--- src/rtl/ps2_pkg.sv ---
// ============================================================================
// ps2_pkg : shared types, framing constants and parity helper for ps2_rx
// Revision: 1.0
// ============================================================================
`default_nettype none

package ps2_pkg;

  typedef enum logic [1:0] {
    IDLE   = 2'd0,
    DATA   = 2'd1,
    PARITY = 2'd2,
    STOP   = 2'd3
  } state_t;

  localparam logic START_BIT = 1'b0;
  localparam logic STOP_BIT  = 1'b1;
  localparam int   DATA_BITS = 8;

  // True when data plus parity bit carry an odd number of ones.
  function automatic logic odd_parity_ok(input logic [DATA_BITS-1:0] d, input logic p);
    return ^{d, p};
  endfunction

endpackage

`default_nettype wire

--- src/rtl/ps2_line_filter.sv ---
// ============================================================================
// ps2_line_filter : 2-flop synchronizer followed by a consecutive-sample debounce
// Revision: 1.0
// ============================================================================
`default_nettype none

module ps2_line_filter #(
  parameter int FILTER_LEN = 4
) (
  input  logic clk,
  input  logic reset_n,
  input  logic raw,
  output logic filtered
);

  logic       sync1;
  logic       sync2;
  logic [3:0] cnt;

  // The counter only advances while the synchronized line disagrees with the
  // output, so any agreeing sample restarts the qualification window.
  always_ff @(posedge clk or negedge reset_n) begin
    if (!reset_n) begin
      sync1    <= 1'b1;
      sync2    <= 1'b1;
      filtered <= 1'b1;
      cnt      <= 4'd0;
    end else begin
      sync1 <= raw;
      sync2 <= sync1;
      if (sync2 == filtered) begin
        cnt <= 4'd0;
      end else if (cnt == 4'(FILTER_LEN - 1)) begin
        filtered <= sync2;
        cnt      <= 4'd0;
      end else begin
        cnt <= cnt + 4'd1;
      end
    end
  end

endmodule

`default_nettype wire

--- src/rtl/ps2_rx.sv ---
// ============================================================================
// ps2_rx : PS/2 receive deframer - edge detect, frame FSM, shifter and timeout
// Revision: 1.0
// ============================================================================
`default_nettype none

module ps2_rx
  import ps2_pkg::*;
#(
  parameter int FILTER_LEN     = 4,
  parameter int TIMEOUT_CYCLES = 2000
) (
  input  logic       clk,
  input  logic       reset_n,
  input  logic       ps2_clk,
  input  logic       ps2_dat,
  output logic [7:0] data,
  output logic       valid,
  output logic       parity_err,
  output logic       frame_err,
  output logic       timeout_err,
  output logic       busy
);

  localparam int TW = $clog2(TIMEOUT_CYCLES + 1);

  logic clk_f;
  logic dat_f;
  logic clk_prev;
  logic fall;

  state_t       state,   state_nx;
  logic [3:0]   bit_cnt, bit_cnt_nx;
  logic [7:0]   shreg,   shreg_nx;
  logic         par,     par_nx;
  logic [TW-1:0] tcnt,   tcnt_nx;
  logic [7:0]   data_nx;
  logic         valid_nx;
  logic         perr_nx;
  logic         ferr_nx;
  logic         terr_nx;
  logic         tout;

  ps2_line_filter #(.FILTER_LEN(FILTER_LEN)) u_clk_filter (
    .clk      (clk),
    .reset_n  (reset_n),
    .raw      (ps2_clk),
    .filtered (clk_f)
  );

  ps2_line_filter #(.FILTER_LEN(FILTER_LEN)) u_dat_filter (
    .clk      (clk),
    .reset_n  (reset_n),
    .raw      (ps2_dat),
    .filtered (dat_f)
  );

  assign fall = clk_prev & ~clk_f;
  assign busy = (state != IDLE);

  always_ff @(posedge clk or negedge reset_n) begin
    if (!reset_n) begin
      clk_prev    <= 1'b1;
      state       <= IDLE;
      bit_cnt     <= 4'd0;
      shreg       <= 8'h00;
      par         <= 1'b0;
      tcnt        <= '0;
      data        <= 8'h00;
      valid       <= 1'b0;
      parity_err  <= 1'b0;
      frame_err   <= 1'b0;
      timeout_err <= 1'b0;
    end else begin
      clk_prev    <= clk_f;
      state       <= state_nx;
      bit_cnt     <= bit_cnt_nx;
      shreg       <= shreg_nx;
      par         <= par_nx;
      tcnt        <= tcnt_nx;
      data        <= data_nx;
      valid       <= valid_nx;
      parity_err  <= perr_nx;
      frame_err   <= ferr_nx;
      timeout_err <= terr_nx;
    end
  end

  always_comb begin
    state_nx   = state;
    bit_cnt_nx = bit_cnt;
    shreg_nx   = shreg;
    par_nx     = par;
    tcnt_nx    = tcnt;
    data_nx    = data;
    valid_nx   = 1'b0;
    perr_nx    = 1'b0;
    ferr_nx    = 1'b0;
    terr_nx    = 1'b0;
    tout       = 1'b0;

    // A fall arriving in the expiry cycle takes precedence over the timeout.
    if (state == IDLE || fall) begin
      tcnt_nx = '0;
    end else if (tcnt == TW'(TIMEOUT_CYCLES - 1)) begin
      tout = 1'b1;
    end else begin
      tcnt_nx = tcnt + TW'(1);
    end

    if (tout) begin
      terr_nx    = 1'b1;
      state_nx   = IDLE;
      tcnt_nx    = '0;
      bit_cnt_nx = 4'd0;
    end else if (fall) begin
      unique case (state)
        IDLE: begin
          if (dat_f == START_BIT) begin
            state_nx   = DATA;
            bit_cnt_nx = 4'd0;
          end
        end
        DATA: begin
          shreg_nx   = {dat_f, shreg[7:1]};
          bit_cnt_nx = bit_cnt + 4'd1;
          if (bit_cnt == 4'(DATA_BITS - 1)) begin
            state_nx = PARITY;
          end
        end
        PARITY: begin
          par_nx   = dat_f;
          state_nx = STOP;
        end
        STOP: begin
          state_nx = IDLE;
          if (dat_f != STOP_BIT) begin
            ferr_nx = 1'b1;
          end else if (!odd_parity_ok(shreg, par)) begin
            perr_nx = 1'b1;
          end else begin
            data_nx  = shreg;
            valid_nx = 1'b1;
          end
        end
        default: state_nx = IDLE;
      endcase
    end
  end

endmodule

`default_nettype wire

--- config.mk ---
export PLATFORM = sky130hd
export DESIGN_NAME = ps2_rx
export DESIGN_NICKNAME = d
export VERILOG_FILES = /design/src/rtl/ps2_pkg.sv /design/src/rtl/ps2_line_filter.sv /design/src/rtl/ps2_rx.sv
export SDC_FILE = /design/constraint.sdc
export NUM_CORES = 1
export LEC_CHECK = 0
export ABC_AREA = 0
export CELL_PAD_IN_SITES_DETAIL_PLACEMENT = 0
export CELL_PAD_IN_SITES_GLOBAL_PLACEMENT = 1
export CORE_ASPECT_RATIO = 0.9
export CORE_MARGIN = 2
export CORE_UTILIZATION = 53
export CTS_BUF_LIST = sky130_fd_sc_hd__clkbuf_4
export CTS_CLUSTER_DIAMETER = 150
export DETAILED_ROUTE_END_ITERATION = 7
export GPL_ROUTABILITY_DRIVEN = 1
export GPL_TIMING_DRIVEN = 1
export HOLD_SLACK_MARGIN = 0.12
export PLACE_DENSITY = 0.93
export SLEW_MARGIN = 20
export SYNTH_ARGS = -nofsm -noshare
export SYNTH_HDL_FRONTEND = slang
export SYNTH_SLANG_ARGS = --single-unit
--- constraint.sdc ---
create_clock -name clk -period 4 [get_ports clk]
set_input_delay 0.4 -clock clk [delete_from_list [all_inputs] [get_ports clk]]
set_output_delay 0.4 -clock clk [all_outputs]
set_load 0.01 [all_outputs]
# Word-level counts from Yosys, hierarchy flattened

Cells that the tools add are included.

Add/subtract/negate cells: 4
Equal/unequal tests: 12
Mux-type cells: 33
Bitwise gates (word level): 5
Reduce and logical (&&, ||, !) cells: 13

Operator list:

| kind                                                 | count |
|---|---|
| two-way mux 11 bit                                   | 3 |
| two-way mux 4 bit                                    | 7 |
| two-way mux 1 bit                                    | 17 |
| adder 4 x 1 -> 4 bit (second input constant)         | 3 |
| AND reduction 3 bit                                  | 4 |
| adder 11 x 1 -> 11 bit (second input constant)       | 1 |
| equality test 11 bit (second input constant)         | 1 |
| != test 3 bit (second input constant)                | 3 |
| XOR reduction 9 bit                                  | 1 |
| equality test 4 x 2 -> 1 bit (second input constant) | 2 |
| two-way mux 2 bit                                    | 4 |
| one-hot mux 2 bit (4 select lines)                   | 1 |
| one-hot mux 4 bit (2 select lines)                   | 1 |
| AND reduction 5 bit                                  | 1 |
| equality test 2 bit (second input constant)          | 2 |
| equality test 4 x 3 -> 1 bit (second input constant) | 1 |
| inverter 1 bit                                       | 4 |
| AND reduction 2 bit                                  | 2 |
| nonzero test 2 bit                                   | 2 |
| nonzero test 3 bit                                   | 1 |
| equality test 1 bit                                  | 2 |
| equality test 2 x 1 -> 1 bit (second input constant) | 1 |
| logical NOT 2 bit                                    | 1 |
| AND 1 bit                                            | 1 |
| logical OR 1 bit                                     | 1 |

Register bits after elaboration: 53
Bits of input ports: 4
Output and inout port bits: 13
Logic and storage cells: 86

# Logic depth before layout (Yosys ltp)

Gate-level depths: netlist of run 1.

Depth in word-level cells: 6
Mapped depth: 8
Depth with buffers taken out: 7

# Hierarchy

From an unflattened synthesis of run 1, not the netlist that was laid out.

Cell total of the unflattened synthesis: 192
Area, all modules: 2,357.3 um^2

Modules (own cells, without submodules):

| module                          | times used | cells an instance | area an instance (um^2) | seq. area each (um^2) |
|---|---|---|---|---|
| ps2_rx                          | 1          | 152               | 1,757.9                 | 977.2 |
| ps2_line_filter at u_dat_filter | 1          | 20                | 307.8                   | 178.9 |
| ps2_line_filter at u_clk_filter | 1          | 20                | 291.5                   | 178.9 |

# Worst setup path before layout of run 1

OpenSTA, ideal clock, no wires.

Kind: reg-to-reg
Start: register u_dat_filter.filtered
End: register data[0]
Library setup time: 0.125 ns
Data arrival time: 1.798 ns
Data required time: 3.875 ns
Setup slack: 2.077 ns
Cell stages (with the launch flop): 6
Buffers on the path: 1
Clock period less this slack: 1.923 ns
Cells stage by stage: dfstp_2 clkbuf_1 nand3_1 or2_2 mux2i_4 mux2_2

Longest elaborated chain between the ends: 1

Ends and longest elaborated chain:

| item                                 | line                  | RTL |
|---|---|---|
| from (decl)                          | ps2_line_filter.sv:13 | `output logic filtered` |
| from (signal assigned)               | ps2_line_filter.sv:34 | `filtered <= sync2;` |
| AND reduction 5 bit (no source line) | -                     |  |
| to (signal assigned)                 | ps2_rx.sv:81          | `data <= data_nx;` |
| to (decl)                            | ps2_rx.sv:17          | `output logic [7:0] data,` |

No other way between the ends.
A chain may end at the register's enable or synchronous reset.

# Worst setup path in the final report of run 1

Start: register clk_prev
End: register data[4]

Longest elaborated chain between the ends: 5

Ends and longest elaborated chain:

| item                                     | line          | RTL |
|---|---|---|
| from (decl)                              | ps2_rx.sv:29  | `logic clk_prev;` |
| from (signal assigned)                   | ps2_rx.sv:75  | `clk_prev <= clk_f;` |
| AND 1 bit (*)                            | ps2_rx.sv:58  | `assign fall = clk_prev & ~clk_f;` |
| logical OR 1 bit                         | ps2_rx.sv:103 | `if (state == IDLE \|\| fall) begin` |
| two-way mux 1 bit                        | ps2_rx.sv:103 |  |
| inverter 1 bit (no source line)          | -             |  |
| AND reduction 5 bit (no source line) (*) | -             |  |

Mark *: on every way between the ends. The rest lies on a longest branch, timed or not.

==> results of run 1 <==
[state kept, by name (all words and copies together) (netlist names), 2 cells and up]
name and cells:
tcnt 11, data 8, shreg 8, u_clk_filter.cnt 4
bit_cnt 4, state 2, u_dat_filter.cnt 4
[cell usage in the layout (no fill, tap or decap), drive strengths merged, types with 7 or more instances in the layout]
cell type      synthesis  routed
mux2                  19      19
nand2                 10      10
nand3                 10      10
inv                    7       7
xnor2                 15      15
dfstp                  7       7
a21oi                  7       7
clkdlybuf4s50          0      15
nor2                  19      19
ha                     8       8
dfrtp                 46      46
[routing by layer]
metal | track usage | up-vias | wire length (um)
met2 | 0.2902 | 19 | 1813
met1 | 0.1901 | 721 | 1590
met5 | 0 | - | 0
li1 | - | 696 | -
met4 | 0.06818 | 0 | 69
met3 | 0.03177 | 9 | 93
[per-stage QoR]
step                instances  worst slack (ns)  hold slack [ns]
floorplan                 194             2.077           0.1044
global placement          265             1.776           0.3459
detailed placement        265             1.711           0.3479
CTS                       273             1.701           0.2674
global route              274             1.562           0.3751
finish                    274             1.683           0.3664
[path summary, 6_finish.rpt]
kind,to,from
worst max register to register,data[4]$_DFFE_PN0P_,clk_prev$_DFF_PN1_
min in group asynchronous,u_dat_filter.cnt[0]$_DFF_PN0_,reset_n
worst max-delay path,data[4]$_DFFE_PN0P_,clk_prev$_DFF_PN1_
max in group asynchronous,shreg[5]$_DFFE_PN0P_,reset_n
worst min-delay path,u_clk_filter.sync2$_DFF_PN1_,u_clk_filter.sync1$_DFF_PN1_
worst min register to register,u_clk_filter.sync2$_DFF_PN1_,u_clk_filter.sync1$_DFF_PN1_
[final cells by class]
type | instances | area [um^2] | share of cell area
Sequential cell | 53 | 1335 | 0.5059
Multi-Input combinational cell | 129 | 955.9 | 0.3623
Timing Repair Buffer | 17 | 167.7 | 0.06354
Tap cell | 60 | 75.07 | 0.02845
Clock buffer | 6 | 45.04 | 0.01707
Clock inverter | 2 | 33.78 | 0.01280
Inverter | 7 | 26.28 | 0.009957
[critical path: stages (launching register included)]
cell and delay, ns:
dfstp_2 0.55, nor2b_1 0.48, nand3_1 0.16, or2_2 0.33, mux2i_4 0.31, mux2_2 0.38
[where the power goes]
part	switching [W]	internal (W)
registers	0.0000969	0.000645
clock network	0.000155	0.000137
logic	0.000273	0.000263
total	0.000525	0.00104
[repair_timing]
item	CTS	global route
hold buffers	0	1
hold endpoints to repair	0	46
buffers inserted	0	0
gates resized for setup	0	0
endpoints found under the setup margin	0	0
[cells by family (layout without fill, tap and decap cells)]
group / Yosys count / in the layout / synth area share
AO/OA/AOI/OAI: 18 / 18 / 0.04872
XOR/XNOR: 21 / 21 / 0.08191
adder cells (fa/ha/maj): 8 / 8 / 0.04283
buffers and inverters: 12 / 32 / 0.01981
flip-flops: 53 / 53 / 0.5712
multiplexers: 22 / 22 / 0.1097
AND/OR/NAND/NOR: 60 / 60 / 0.1258
==> metrics.md, run 1 <==
| Metric | Value |
|---|---|
| Status | `complete, no violations` |
| Post-route design area | `2639 um^2` |
| Fin nets | `225` |
| EDFF count, synth | `0` |
| Post-route ant nets | `0` |
| Total Neg Setup Slack | `0 ns` |
| DP HPWL | `2.538 mm` |
| Cell taking the most area after synthesis | `dfrtp_1` |
| CTS H-Tree Depth | `2` |
| TritonCTS clock tree | `done` |
| Layout area overhead | `12.90%` |
| Clk_skew | `0.009855 ns` |
| Critical path peak fanout | `9` |
| Mapped Nets | `between 200 and 250` |
| Yosys Warn Count | `0` |
| Post-Route Utilization | `0.6349` |
| Routed vias/inst | `5.274` |
| Die Span Y | `67 um` |
| Path depth of the worst reg2reg path | `5` |
| Hold Crit Depth | `0` |
| Power per cell area | `around 590 nW/um^2` |
| Initial core utilization | `0.5623` |
| Main area contributors after synthesis | `dfrtp_1, mux2_2, dfstp_2` |
| Startpoint Class | `flip-flop` |
| Tcrit/Tclk final | `0.5793` |
| Top cells by count, synth | `dfrtp_1, mux2_2, nor2_1, xnor2_1` |
| First-pass GRT wire length | `between 6 and 7 mm` |
| DRT iter0 DRCs | `55` |
| Register area share after synthesis | `0.5712` |
| Area share of the largest cell type after synthesis | `0.4925` |
| Layout cell share with drive strength beyond 1 | `0.1729` |
| Critical path required time | `around 4.3 ns` |
| Die X | `between 70 and 80 um` |
| Hold Vio Cnt, Final | `0` |
| Post-Synthesis Cell Area | `2337 um^2` |
| Worst-Margin Slew | `0.6386 ns` |
| Gate Count Post-Synth | `slightly below 200` |
| Antenna fix cells | `0` |
| Total Power | `~0.0016 W` |
| Core area | `4156 um^2` |
| Std-Cell Rows | `22` |
| Mean post-synth cell area | `12.05 um^2` |
| Worst slew margin | `0.5743` |
| I/O pin count | `17` |
| Final GP Congestion | `0.7949` |
| RSZ-0062 raised after global routing | `no` |
| Max Clk Rate | `431.6 MHz` |
| # Max-Cap Violations | `0` |
| Top_reg_cell synth | `dfrtp_1` |
| Ys async rst share | `1.000` |
| Via count | `1445` |
| R2r setup slk | `~1.7 ns` |
| Largest net degree at the start of global routing | `54` |
| DRC Markers | `0` |
| P_leak | `1.170 nW` |
| Pins Over Slew Limit | `0` |
| Initial antenna violation count | `0` |
| Vias in the first global route | `roughly 1.5k` |
| Reg clk slew, reported paths | `0.14 ns` |
| DP Area | `2547 um^2` |
| Synthesized flop and latch total | `53` |
| Post-Route WL | `roughly 3.6 mm` |
| Grt ovf | `0` |
| Drt pass-1 iters | `4` |
| Fillers | `about 310` |
| CP arrival | `2.58 ns` |
| Count leader, synth | `dfrtp_1` |
| Clock Tree Buf Depth | `2` |
| Hold WC Path Type | `flip-flop to flip-flop` |
| Clock Sinks | `53` |
| Gr usage total | `0.1629` |
| Peak supply drop | `0.0003136 V` |
| Netlist cell types | `33` |
| Final count of negative-setup-slack endpoints | `0` |
| CTS root buffer | `clkbuf_4` |
| Worst setup EP type | `flip-flop` |
| TritonCTS Buffers | `5` |
| Post-route minimum period | `around 2.3 ns` |
| Die area | `4958 um^2` |
| Avg WL per Cell | `between 10 and 15 um` |
| # port buffers | `16` |
| Skew-Pair Late Insertion Delay | `approximately 0.36 ns` |
| Kind of critical path | `flip-flop to flip-flop` |
Note: power is estimated with default switching activity, not from simulation.
==> run 2, diff against run 1 <==
--- a/config.mk
+++ b/config.mk
@@ -10,14 +10,14 @@
 export CELL_PAD_IN_SITES_GLOBAL_PLACEMENT = 1
 export CORE_ASPECT_RATIO = 0.9
 export CORE_MARGIN = 2
-export CORE_UTILIZATION = 53
+export CORE_UTILIZATION = 44
 export CTS_BUF_LIST = sky130_fd_sc_hd__clkbuf_4
 export CTS_CLUSTER_DIAMETER = 150
 export DETAILED_ROUTE_END_ITERATION = 7
 export GPL_ROUTABILITY_DRIVEN = 1
 export GPL_TIMING_DRIVEN = 1
 export HOLD_SLACK_MARGIN = 0.12
-export PLACE_DENSITY = 0.93
+export PLACE_DENSITY = 0.83
 export SLEW_MARGIN = 20
 export SYNTH_ARGS = -nofsm -noshare
 export SYNTH_HDL_FRONTEND = slang
==> constraint.sdc (replaced) <==
create_clock -name clk -period 2.1 [get_ports clk]
set_input_delay 0.21 -clock clk [delete_from_list [all_inputs] [get_ports clk]]
set_output_delay 0.21 -clock clk [all_outputs]
set_load 0.01 [all_outputs]
==> run 2 against run 1 <==
Net effect: combinational power is 120% higher; largest power group unchanged; worst hold slack got worse by 0.13 ns; count of clock-buffer cells in the layout rose by 2; die area grew 19%.
==> metrics.md, run 2 (synthesis results as in run 1) <==
| Metric | Value |
|---|---|
| Cell-internal power | `0.002004 W (+92%)` |
| TritonCTS Buffers | `5 (unchanged)` |
| WHS Endpoint | `u_clk_filter.sync1$_DFF_PN1_` |
| Post-route design area | `2689 um^2 (+1.9%)` |
| Hold Crit Depth | `1 (+1)` |
| Post-route ant nets | `0 (unchanged)` |
| Die area | `5912 um^2 (+19%)` |
| GR Util met1 | `0.1759 (-0.01420)` |
| Final GP Congestion | `0.7293 (-8.3%)` |
| Gr usage total | `0.1385 (-0.02437)` |
| Layout area overhead | `15.04%` |
| Max Clk Rate | `519.2 MHz` |
| P_leak | `1.200 nW (+2.6%)` |
| Largest net degree at the start of global routing | `41 (-24%)` |
| # port buffers | `16 (unchanged)` |
| Layout cell share with drive strength beyond 1 | `0.2117 (+0.03881)` |
| Sw Share | `0.3348 (about the same)` |
| Tcrit/Tclk final | `0.9172` |
| DRT iter0 DRCs | `50 (-9.1%)` |
| First-pass GRT wire length | `6.265 mm (+2.3%)` |
| Clk_skew | `0.005847 ns (-0.004008 ns)` |
| Worst slew margin | `0.4296 (-0.1447)` |
| Die X | `80.83 um (+9.2%)` |
| Critical path required time | `1.89 ns (-2.38 ns)` |
| Most common cell after layout, fill and taps aside | `dfrtp_1` |
| Clock Tree Buf Depth | `2 (unchanged)` |
| Critical register-to-register path endpoint | `data[6]$_DFFE_PN0P_` |
| Power per cell area | `1121 nW/um^2 (+88%)` |
| Pins Over Slew Limit | `0 (unchanged)` |
| Post-Route WL | `3.573 mm (+0.20%)` |
| M3 GR Usage | `0.03342 (+0.001646)` |
| Kind of critical path | `flip-flop to output port` |
| Reg with most FFs | `tcnt` |
| Top Usage Layer GRT | `met2` |
| DP HPWL | `2.532 mm (-0.26%)` |
| Max FFs per register | `11 (unchanged)` |
| # Max-Cap Violations | `0 (unchanged)` |
| Final count of negative-setup-slack endpoints | `0 (unchanged)` |
| Global-route met2 utilization | `0.2277 (-0.06245)` |
| CTS root buffer | `clkbuf_4` |
| Status | `complete, no violations` |
| Seq pwr share | `0.461 (-0.011)` |
| Hold WC Path Type | `input pin to flip-flop` |
| RR Startpoint | `shreg[6]$_DFFE_PN0P_` |
| Commonest cells after routing, fill and taps aside | `dfrtp_1, mux2_2, nor2_1` |
| Initial antenna violation count | `0 (unchanged)` |
| TritonCTS clock tree | `done` |
| Routed vias/inst | `4.976 (-5.6%)` |
| Reg clk slew, reported paths | `0.13 ns (about the same)` |
| Largest regs | `tcnt (11), data (8), shreg (8)` |
| DRC Markers | `0 (unchanged)` |
| Peak supply drop | `0.0007247 V (+130%)` |
| Worst setup EP type | `output port` |
| Combinational share of power | `0.386 (+0.044)` |
| Initial core utilization | `0.4501 (-0.1122)` |
| Std-Cell Rows | `25 (+14%)` |
| Via count | `1438 (-0.48%)` |
| Startpoint Class | `flip-flop` |
| HP Start | `ps2_clk` |
| Post-route minimum period | `1.926 ns` |
| Clock Sinks | `53 (unchanged)` |
| I/O pin count | `17 (unchanged)` |
| R2r setup slk | `0.18 ns (-1.50 ns)` |
| Psw | `0.001009 W (+92%)` |
| Drt pass-1 iters | `3 (-1)` |
| Fin nets | `233 (+3.6%)` |
| Fillers | `466 (+49%)` |
| Skew-Pair Late Insertion Delay | `0.36 ns (about the same)` |
| Worst-Margin Slew | `0.8556 ns (+0.2171 ns)` |
| Path depth of the worst reg2reg path | `5 (unchanged)` |
| Critical path peak fanout | `10 (+1)` |
| Vias in the first global route | `1440 (-2.3%)` |
| CTS H-Tree Depth | `2 (unchanged)` |
| Antenna fix cells | `0 (unchanged)` |
| DP Area | `2609 um^2 (+2.4%)` |
| Core area | `5192 um^2 (+25%)` |
| Total Neg Setup Slack | `0 ns (unchanged)` |
| CP arrival | `1.72 ns (-0.86 ns)` |
| Clock power frac | `0.153 (-0.033)` |
| Worst hold slack | `0.2400 ns (-0.1263 ns)` |
| Die Span Y | `73.15 um (+9.2%)` |
| RSZ-0062 raised after global routing | `no` |
| Hold Vio Cnt, Final | `0 (unchanged)` |
| Grt ovf | `0 (unchanged)` |
| Avg WL per Cell | `12.36 um (-5.0%)` |
-- run 2: cell types whose count changed in the layout (fill, tap and decap cells not counted), sizes merged --
cell / delta
bufinv: -1
clkbuf: +2
clkinv: -1
buf: +8
-- run 2: how the worst max path moves through the flow --
| stage | start | to |
|---|---|---|
| 3_3_place_gp | shreg[2]$_DFFE_PN0P_ | data[3]$_DFFE_PN0P_ |
| 5_1_grt | shreg[6]$_DFFE_PN0P_ | data[6]$_DFFE_PN0P_ |
| 6_report | state[0]$_DFFE_PN0P_ | busy |
| 2_1_floorplan | u_dat_filter.filtered$_DFFE_PN1P_ | data[0]$_DFFE_PN0P_ |
| 3_5_place_dp | shreg[2]$_DFFE_PN0P_ | data[0]$_DFFE_PN0P_ |
| 4_1_cts | state[0]$_DFFE_PN0P_ | busy |
-- run 2: layer usage --
metal	routed length [um]	up-vias
met5	0	-
met4	66	0
met3	103	7
met2	1649	16
met1	1753	702
li1	-	713
-- run 2: power groups by stage --
stage | clock, W | combinational, W | sequential [W]
after global placement | 0 | 0.00109 | 0.00141
after detailed placement | 0 | 0.00111 | 0.00141
final | 0.000462 | 0.00116 | 0.00139
after CTS | 0.000492 | 0.00112 | 0.00139
after global routing | 0.000526 | 0.00129 | 0.00142
after floorplan | 0 | 0.000847 | 0.00137
-- run 2: worst max-delay path, cell delays in order (launching register included) --
cell	delay (ns)
dfrtp_1	0.44
inv_1	0.10
ha_2	0.29
inv_1	0.05
clkdlybuf4s50_1	0.47
-- run 2: area by class of cell --
cell class	count	area, um^2	share of cell area
Tap cell	67	83.83	0.03118
Clock buffer	8	60.06	0.02234
Multi-Input combinational cell	129	958.4	0.3564
Inverter	7	26.28	0.009772
Sequential cell	53	1335	0.4965
Timing Repair Buffer	25	225.2	0.08376
-- run 2: per-stage QoR --
step	setup WS (ns)	util	power (W)	instances
after floorplan	0.1771	-	0.002217	194
after global placement	0.1327	0.5024	0.002499	279
after detailed placement	0.08439	0.5024	0.002521	279
after CTS	0.05815	0.5159	0.002997	288
after global routing	0.01088	0.5178	0.003234	289
final	0.1739	0.5178	0.003013	289
-- run 2: repair_timing --
item,4_1_cts,5_1_grt
hold buffers,1,0
resized for setup,0,1
setup endpoints to repair,0,8
buffers inserted,0,1
hold endpoints to repair,31,0
